<file path="src/rtl/fetch_sequencer.sv">
// fetch_sequencer: instruction-fetch sequencer.
// Owns the PC, drives the single-port instruction BRAM address (1-cycle
// registered read) and presents instruction/PC pairs to decode with
// valid/ready handshaking, halt/resume and branch redirects.
// Optional feature macro: FETCH_PERF_CNT_EN adds saturating stall and
// redirect counters (stall_cnt, redir_cnt).

module fetch_sequencer #(
  parameter int            AW       = 12,
  parameter logic [AW-1:0] RESET_PC = 12'd1,
  parameter logic [AW-1:0] START_PC = 12'd4,
  localparam int           INST_W   = 16
) (
  input  logic              clk,
  input  logic              rst,
  input  logic              start,
  input  logic              halt,
  input  logic              redirect_vld,
  input  logic [AW-1:0]     redirect_pc,
  input  logic              dec_ready,
  output logic [AW-1:0]     mem_addr,
  input  logic [INST_W-1:0] mem_rdata,
  output logic              if_valid,
  output logic [INST_W-1:0] if_inst,
  output logic [AW-1:0]     if_pc,
`ifdef FETCH_PERF_CNT_EN
  output logic [15:0]       stall_cnt,
  output logic [15:0]       redir_cnt,
`endif
  output logic              busy
);

  typedef enum logic [1:0] {
    IDLE,
    RUN,
    HALTED
  } state_t;

  state_t        state_q;
  logic [AW-1:0] pc_q;
  logic          live_q;
  logic          in_run;
  logic          redirect_run;
  logic          accept;

  assign in_run       = (state_q == RUN);
  assign redirect_run = redirect_vld & in_run;

  // Decode sees the BRAM output directly; pc_q always names the word that
  // the BRAM is currently holding, so if_pc and if_inst travel together.
  assign if_valid = in_run & live_q;
  assign if_inst  = mem_rdata;
  assign if_pc    = pc_q;
  assign busy     = (state_q != IDLE);

  // A redirect squashes the presented instruction even when decode is ready.
  assign accept = if_valid & dec_ready & ~redirect_vld;

  // Address selection: re-issuing pc_q during a stall keeps mem_rdata stable.
  always_comb begin
    mem_addr = pc_q;
    if (redirect_run) begin
      mem_addr = redirect_pc;
    end else if ((state_q == IDLE) && start) begin
      mem_addr = START_PC;
    end else if (accept) begin
      mem_addr = pc_q + AW'(1);
    end
  end

  // Fetch FSM: tracks the issued PC and whether the BRAM holds its data.
  always_ff @(posedge clk) begin
    if (rst) begin
      state_q <= IDLE;
      pc_q    <= RESET_PC;
      live_q  <= 1'b0;
    end else begin
      case (state_q)
        IDLE: begin
          if (start) begin
            state_q <= RUN;
            pc_q    <= mem_addr;
            live_q  <= 1'b1;
          end
        end
        RUN: begin
          pc_q <= mem_addr;
          if (halt) begin
            state_q <= HALTED;
            live_q  <= 1'b0;
          end else begin
            live_q  <= 1'b1;
          end
        end
        HALTED: begin
          if (redirect_vld) begin
            pc_q <= redirect_pc;
          end else if (start) begin
            state_q <= RUN;
            pc_q    <= mem_addr;
            live_q  <= 1'b1;
          end
        end
        default: begin
          state_q <= IDLE;
          pc_q    <= RESET_PC;
          live_q  <= 1'b0;
        end
      endcase
    end
  end

`ifdef FETCH_PERF_CNT_EN
  // Saturating performance counters for back-pressure and taken redirects.
  always_ff @(posedge clk) begin
    if (rst) begin
      stall_cnt <= 16'h0000;
      redir_cnt <= 16'h0000;
    end else begin
      if (if_valid && !dec_ready && (stall_cnt != 16'hFFFF)) begin
        stall_cnt <= stall_cnt + 16'h0001;
      end
      if (redirect_run && (redir_cnt != 16'hFFFF)) begin
        redir_cnt <= redir_cnt + 16'h0001;
      end
    end
  end
`endif

endmodule
</file>
<file path="config.mk">
export PLATFORM = sky130hd
export DESIGN_NAME = fetch_sequencer
export DESIGN_NICKNAME = d
export VERILOG_FILES = /design/src/rtl/fetch_sequencer.sv
export SDC_FILE = /design/constraint.sdc
export NUM_CORES = 1
export LEC_CHECK = 0
export CAP_MARGIN = 10
export CORE_AREA = 5 5 65 67
export CTS_CLUSTER_SIZE = 14
export DETAILED_ROUTE_END_ITERATION = 8
export DIE_AREA = 0 0 70 72
export PLACE_DENSITY = 0.85
export SLEW_MARGIN = 5
export SYNTH_ARGS = -nofsm -noshare
export SYNTH_HDL_FRONTEND = slang
export SYNTH_SLANG_ARGS = --single-unit
</file>
<file path="constraint.sdc">
create_clock -name clk -period 4.4 [get_ports clk]
set_clock_uncertainty 0.2 [all_clocks]
set_input_delay 0.88 -clock clk [delete_from_list [all_inputs] [get_ports clk]]
set_output_delay 0.88 -clock clk [all_outputs]
set_load 0.005 [all_outputs]
</file>
# After elaboration in Yosys (flattened, before gate mapping)
# Index checks and enable logic that the tools add are counted.
[totals]
reg_bits = 15
latchBits = 0
mem_bits_rw = 0
mem_bits_ro = 0
inputBits = 34
elab_cells = 31
memories = 0
[classes]
add_sub_neg = 1
multipliers = 0
n_div = 0
n_lt_le_gt_ge = 0
n_eq_ne = 4
shift = 0
muxes = 14
bitwise_logic = 5
n_reduce_logical = 4
[op_table]
columns = ["op", "count"]
rows = [
  ["$mux W12", 5],
  ["$pmux W12 S3", 1],
  ["$add A12 B1 Y12 const B", 1],
  ["$mux W2", 3],
  ["$pmux W2 S3", 1],
  ["$and A1 B1 Y1", 4],
  ["$ne A2 B2 Y1 const B", 2],
  ["$mux W1", 3],
  ["$pmux W1 S3", 1],
  ["$eq A2 B1 Y1 const B", 1],
  ["$eq A2 B2 Y1 const B", 1],
  ["$logic_not A2 Y1", 1],
  ["$reduce_and A2 Y1", 1],
  ["$reduce_bool A2 Y1", 1],
  ["$logic_and A1 B1 Y1", 1],
  ["$not A1 Y1", 1],
]

# Logic depth before layout (Yosys ltp)
# Gate-level depths: netlist of run 1.
[depth]
ltp_word = 10
ltp_mapped = 7
depth_no_buf = 6

# Worst setup path before layout of run 1
# OpenSTA, ideal clock, no wires.
[synth_path]
path_kind = "input to output"
start = "input redirect_vld"
end = "output mem_addr[11]"
arrival_time_ns = 2.081
path_slack_ns = 1.239
cell_stages = 6
n_path_buf = 2
path_cell_list = "clkbuf_1 clkbuf_1 nor4_1 nand3_1 xor2_1 o21ai_0"
[synth_between]
elab_chain_len = 5
[synth_rtl]
columns = ["element", "line", "rtl"]
rows = [
  ["start: declaration", "18", "input logic redirect_vld,"],
  ["$not A1 Y1", "57", "assign accept = if_valid & dec_ready & ~redirect_vld;"],
  ["$and A1 B1 Y1", "57", ""],
  ["$mux W12", "66", "end else if (accept) begin"],
  ["$mux W12", "64", "end else if ((state_q == IDLE) && start) begin"],
  ["$mux W12 *", "62", "if (redirect_run) begin"],
  ["end: declaration", "21", "output logic [AW-1:0] mem_addr,"],
]
# Every way passes the cells marked *; elsewhere a longest branch is shown, timed or not.

# Worst setup path after layout of run 1
[layout_path]
start = "input redirect_vld"
end = "output mem_addr[9]"
# Same word-level chain as after synthesis.

==> out/results.env, run 1 <==
STATUS='completed'
CTS.SINKS=15
ACHIEVABLE_FREQ_GHz=0.2405
ANTENNA_VIOLATIONS_BEFORE_REPAIR=0
CTS_HOLD_BUF=0
PART_OF_THE_POWER_IN_COMBINATIONAL_LOGIC=0.353
TIMING.FINAL.CRIT_SHARE=0.9451
PLACE.DETAILED.HPWL_MM=3.413
TOTAL_LEAKAGE_POWER_uW=0.0006522
CRIT_REQUIRED_NS=3.32
FINAL-MAX-SLEW-VIOLATION-COUNT=0
SYNTHMOSTINSTANTIATEDCELL='nand2_1'
HP-START='live_q'
FP.COREAREA_UM2=3578
POSTLAYOUTCOREUTIL=0.5255
TIGHTESTPINTRANSITION_NS=0.6513
DETAIL_ROUTE.WL_PER_CELL_UM=16.51
DIE_X_UM=70
VIAS_IN_THE_FIRST_GLOBAL_ROUTE=1590
REPORT.POWER.TOTAL_uW=385.8
TIME_THE_FINAL_WORST_PATH_NEEDS_WITH_I_O_DELAYS_AND_SETUP_NS=4.158
YOSYSUNIQUECELLTYPES=51
FILL_CELL_TOTAL_OF_THE_FINISHED_LAYOUT=366
SYNTH-EDFF-COUNT=0
R2R_PATH_START='state_q[0]'
INSERTEDDIODECOUNT=0
MULTIINPUTGATEAREA_UM2=996.0
SYNTH-SEQ-CELLS=15
CELLINTERNALPOWER_uW=251.7
ANTENNA_LEFT=0
POST_SYNTH.CELL_AREA_AVG_UM2=7.018
CP-END-KIND='output pin'
DRT_PASS1_ITERATIONS=4
CLASS_OF_THE_MOST_CRITICAL_SETUP_PATH='in2out'
CTS-ROOT-TO-SINK-BUFFERS=2
SLEW_HEADROOM=0.5652
UNREPAIRED_SETUP_ENDPOINTS_AFTER_GLOBAL_ROUTING='no'
ROUTE.DETAILED.DRC=0
SYNTHESIS.INSTANCES=215
FINAL-SETUP-VIOL-COUNT=0
POSTLAYOUTCELLAREA_UM2=1881
SYNTH_LARGEST_AREA_CELL='dfxtp_1'
WORST_IR_DROP_ON_VDD_mV=0.1687
SETUP.WORST_PATH.START='redirect_vld'
TOTALWIRELENGTH_MM=4.688
SYN_NETS=250
TIMING.CRITICAL_PATH.ARRIVAL_NS=3.08
POST_CTS_RESIZED=0
CTS.CLK_SLEW.WORST_PATHS_NS=0.10
GLOBALROUTETOTALUTIL=0.1844
VIAS=1695
CELLS_TAKING_THE_MOST_AREA_AFTER_SYNTHESIS='dfxtp_1, buf_4, a21oi_1'
YS_SEQ_AREA_FRAC=0.1990
DIE_H_UM=72
PLACEDINSTANCEAREA_UM2=1854
CRITICAL_PATH_PEAK_FANOUT=16
GRT_PASS1_WL_MM=7.790
HOLD_VIOL=0
POST-CTS-SETUP-BUFFERS=0
SUMMED_INSTANCE_AREA_OF_THE_SYNTHESIZED_NETLIST_UM2=1509
AVGVIACOUNTPERCELL=5.968
CTS_TREE='built'
CLKPWRFRAC=0.227
CTS_INSERTED_BUFFERS=3
POWER_DENSITY_nW_PER_UM2=205.1
FINAL.SETUP.TNS_NS=0
FP.DIEAREA_UM2=5040
SEQUENTIALPOWERSHARE=0.420
CRITICAL_PATH.STARTPOINT_TYPE='input port'
NETLIST_TOP_CELLS_COUNT='nand2_1, a21oi_1, buf_4'
SYNTHTOLAYOUTAREAGROWTH_PCT=24.63
CLOCKROOTBUFFER='clkbuf_4'
SYNTH-ASYNC-RESET-RATIO=0
SW_FRAC_OF_TOTAL=0.3477
GRT_START_MAX_NET_PINS=25
WORST_HOLD_PATH_TYPE='reg2reg'
BOUNDARYPINS=76
DETAILEDROUTE.FIRSTITERATIONVIOLATIONS=141
NETLIST.AREA_LEADER.SHARE=0.1990
NUMBER_OF_PLACEMENT_ROWS=22
FINAL_NET_COUNT=272
OVERFLOW=0
CTS-HTREE-LEVELS=1
SEQUENTIAL_AREA_UM2=300.3
HOLD_WS_NS=0.3827
PLACE.PORT_BUFFERS=43
LAYOUT-DRIVE-GT1-SHARE=0.06780
FINAL_REPLACE_WEIGHTED_CONGESTION=0.9343
CLOCK_LATENCY_NS=0.30
INITIAL_CORE_UTIL=0.4217
SWITCHINGPOWER_uW=134.1
YS.WARNINGS.COUNT=0
MAX-CAP-VIOLATIONS=0
SYNTH_TOP_FLOP_CELL='dfxtp_1'
per-layer routing:
layer  global-route usage  wire, um  vias up
li1                     -         -      819
met1               0.2395      1908      786
met2               0.3043      2232       80
met3              0.04571       483       10
met4              0.05319        63        0
met5                    0         0        -
final cells by class:
cell class                 instances  area share
timing repair buffer              49      0.2528
inverter                           6     0.01198
sequential                        15      0.1597
tap                               48     0.03194
clock buffer                       4     0.01397
multi-input combinational        162      0.5296
placed cells by master, fill, tap and decap left out, types with 3 or more instances in the layout:
cell              n
nand2_1          24
nor2_1           13
xnor2_1           5
o21a_1            3
dfxtp_1          15
nand3_1           6
xor2_1            5
buf_4             6
or3_1             3
a31o_2            3
nor4_1            3
o21ai_0          13
a21oi_1          18
clkbuf_4          3
nor3_1            5
a21o_1            3
and3_1            7
nand2b_1          4
o22ai_1           7
clkdlybuf4s50_1  43
inv_1             6
through the flow:
step | std cells | setup slack [ns]
final | 284 | 0.2416
after floorplan | 215 | 1.239
after CTS | 284 | 0.2684
after detailed placement | 280 | 0.2865
after global placement | 280 | 0.2884
after global routing | 284 | 0.04319
worst max-delay path, cell delays in order:
cell             delay, ns
clkdlybuf4s50_1       0.66
nand4b_1              0.35
nor4_1                0.36
xnor2_1               0.11
o21ai_1               0.18
clkdlybuf4s50_1       0.54
power by group through the flow:
stage | clock network (uW) | registers (uW) | logic [uW]
after floorplan | 0 | 157 | 86.4
after global placement | 0 | 165 | 134
after detailed placement | 0 | 165 | 135
after CTS | 88.3 | 162 | 136
after global routing | 95.5 | 165 | 148
final | 87.6 | 162 | 136
worst paths after layout:
kind                               endpoint  slack [ns]  cells past startpoint
worst min register to register       live_q        0.38                      2
worst max register to register     if_pc[0]        1.96                      6
worst min-delay path                 live_q        0.38                      2
worst max-delay path            mem_addr[9]        0.24                      6
registers in the layout, indices dropped and copies added, names as in the netlist:
| register | count |
|---|---|
| if_pc | 12 |
| live_q | 1 |
| state_q | 2 |
kinds of logic (layout without fill, tap and decap cells):
| group | count (synthesis) | count (layout) | synth area share |
|---|---|---|---|
| flip-flops | 15 | 15 | 0.1990 |
| AO/OA/AOI/OAI | 71 | 71 | 0.3118 |
| buffers and inverters | 38 | 59 | 0.1410 |
| XOR/XNOR | 10 | 10 | 0.05804 |
| AND/OR/NAND/NOR | 79 | 79 | 0.2753 |
| multiplexers | 1 | 1 | 0.006634 |
| adder cells (fa/ha/maj) | 1 | 1 | 0.008291 |
Power figures use the tool's default switching activity.
==> run 2, diff against run 1 <==
- PLACE_DENSITY: 0.85 -> default
- PLACE_DENSITY_LB_ADDON: default -> 0.2
==> run 2 against run 1 <==
Global-route usage is 0.11 points lower. Routed wire length is 0.23% lower. Sequential power is 2% lower. Maximum frequency is 2.0% higher. Clock power is 2% lower. Register-to-register slack better by 0.21 ns. Critical path type unchanged. Worst hold slack worse by 0.013 ns. Cell count is 0.70% higher.
==> out/results.env, run 2 (same netlist as run 1, synthesis figures left out) <==
STATUS='completed'
FINAL-MAX-SLEW-VIOLATION-COUNT=0
INITIAL_CORE_UTIL=0.4217
CRITICAL-PATH-SLOWEST-CELL='clkdlybuf4s50_1'
WORST_HOLD_PATH_TYPE='reg2reg'
CLOCKROOTBUFFER='clkbuf_4'
TOTAL_LEAKAGE_POWER_uW=0.0006624
INSERTEDDIODECOUNT=0
CTS_HOLD_BUF=0
TIGHTESTPINTRANSITION_NS=0.5168
LARGEST_REGISTER_FF_COUNT=12
GRT_PASS1_WL_MM=7.659
COMMONEST_NON_FILL_NON_TAP_CELLS_IN_THE_LAYOUT='clkdlybuf4s50_1, nand2_1, a21oi_1'
ROUTE.DETAILED.DRC=0
CRITICAL_PATH_CELL_COUNT=6
FINAL_NET_COUNT=274
MOST_COMMON_CELL_AFTER_LAYOUT_FILL_AND_TAPS_ASIDE='clkdlybuf4s50_1'
DIE_H_UM=72
TIMING.FINAL.CRIT_SHARE=0.9268
BOUNDARYPINS=76
CRIT_REQUIRED_NS=3.32
ANTENNA_LEFT=0
SLEW_HEADROOM=0.6555
LAYOUT-DRIVE-GT1-SHARE=0.07563
CTS_INSERTED_BUFFERS=3
CTS-ROOT-TO-SINK-BUFFERS=2
FINAL-SETUP-VIOL-COUNT=0
SLOWEST_DELAY_NS=0.58
WORSTSETUPENDPOINT='mem_addr[9]'
CLOCK_LATENCY_NS=0.29
FP.DIEAREA_UM2=5040
DETAILEDROUTE.FIRSTITERATIONVIOLATIONS=179
OVERFLOW=0
CTS_TREE='built'
POWER_DENSITY_nW_PER_UM2=203.2
CRITICAL_PATH.STARTPOINT_TYPE='input port'
CLASS_OF_THE_MOST_CRITICAL_SETUP_PATH='in2out'
CRITICAL_PATH.CELL_CHAIN='clkdlybuf4s50_1 > nand4b_1 > nor4_1 > xnor2_1 > o21ai_1 > clkdlybuf4s50_1'
POST-PLACE-CELLS=282
SETUP.WORST_PATH.START='redirect_vld'
MAX-CAP-VIOLATIONS=0
TIMING.CRITICAL_PATH.ARRIVAL_NS=3.00
DETAIL_ROUTE.WL_PER_CELL_UM=16.35
R2R_PATH_START='state_q[0]'
WORST_IR_DROP_ON_VDD_mV=0.1142
SYNTHTOLAYOUTAREAGROWTH_PCT=25.62
ACHIEVABLE_FREQ_GHz=0.2452
PLACE.DETAILED.HPWL_MM=3.347
CP_COMMON_CELL='clkdlybuf4s50_1'
FINAL.SETUP.TNS_NS=0
VIAS_IN_THE_FIRST_GLOBAL_ROUTE=1579
GRT_START_MAX_NET_PINS=37
HOLD_VIOL=0
PLACE.PORT_BUFFERS=43
ANTENNA_VIOLATIONS_BEFORE_REPAIR=0
CRITICAL_PATH_PEAK_FANOUT=11
POSTLAYOUTCOREUTIL=0.5297
CP-END-KIND='output pin'
GLOBALROUTETOTALUTIL=0.1833
R2R_SETUP_SLACK_NS=2.17
FINAL_REPLACE_WEIGHTED_CONGESTION=0.8911
TOTALWIRELENGTH_MM=4.677
CTS.CLK_SLEW.WORST_PATHS_NS=0.10
POST-CTS-SETUP-BUFFERS=0
POST_CTS_RESIZED=0
TIMING.CRITICAL_PATH.BUF_INV=2
REPORT.POWER.TOTAL_uW=385.2
R2R-END='if_pc[3]'
NUMBER_OF_PLACEMENT_ROWS=22
DIE_X_UM=70
DRT_PASS1_ITERATIONS=5
FP.COREAREA_UM2=3578
UNREPAIRED_SETUP_ENDPOINTS_AFTER_GLOBAL_ROUTING='no'
TIME_THE_FINAL_WORST_PATH_NEEDS_WITH_I_O_DELAYS_AND_SETUP_NS=4.078
STDCELL_COUNT=286
AVGVIACOUNTPERCELL=5.832
TIMING.CRITICAL_PATH.MAX_DELAY_FAMILY='buffers and inverters'
CTS-HTREE-LEVELS=1
VIAS=1668
RR_WORST_DEPTH=6
CTS.SINKS=15
-- run 2: changes by cell type in the layout (fill, tap and decap cells not counted) --
cell   previous run  this run
buf_4             6         8
-- run 2: worst min path at each step --
stage | startpoint | end | slack (ns) | depth (start not counted)
floorplan | live_q | live_q | 0.31 | 2
global route | live_q | live_q | 0.42 | 2
detailed placement | live_q | live_q | 0.35 | 2
global placement | live_q | live_q | 0.35 | 2
finish | live_q | live_q | 0.37 | 2
CTS | live_q | live_q | 0.37 | 2
-- run 2: cell type report --
type                            instances  area (um^2)
Sequential cell                        15        300.3
Inverter                                6        22.52
Clock buffer                            4        26.28
Tap cell                               48        60.06
Fill cell                             369         1683
Timing Repair Buffer                   51        490.5
Multi-Input combinational cell        162        996.0
-- run 2: power breakdown --
| part | switching (uW) | internal, uW |
|---|---|---|
| clock | 50.8 | 35.2 |
| combinational | 67.7 | 73.6 |
| sequential | 13.9 | 144 |
| total | 132 | 253 |
-- run 2: layer usage --
layer,global-route usage,share of wire
met1,0.2546,0.47
met2,0.2823,0.44
met3,0.03740,0.080
met4,0.06383,0.010
met5,0,0
-- run 2: stage by stage --
step / hold WS, ns / worst slack, ns / area (um^2)
6_report: 0.3698 / 0.3222 / 1896
5_1_grt: 0.4205 / 0.1361 / 1896
4_1_cts: 0.3724 / 0.3176 / 1896
3_5_place_dp: 0.3506 / 0.3253 / 1869
3_3_place_gp: 0.3466 / 0.3577 / 1869
2_1_floorplan: 0.3140 / 1.239 / 1509
-- run 2: worst min-delay path, delay by kind of cell (launching register included) --
family,cells,cell delay (ns)
buffers and inverters,1,0.08
AOI/OAI and AO/OA,1,0.07
DFF,1,0.36
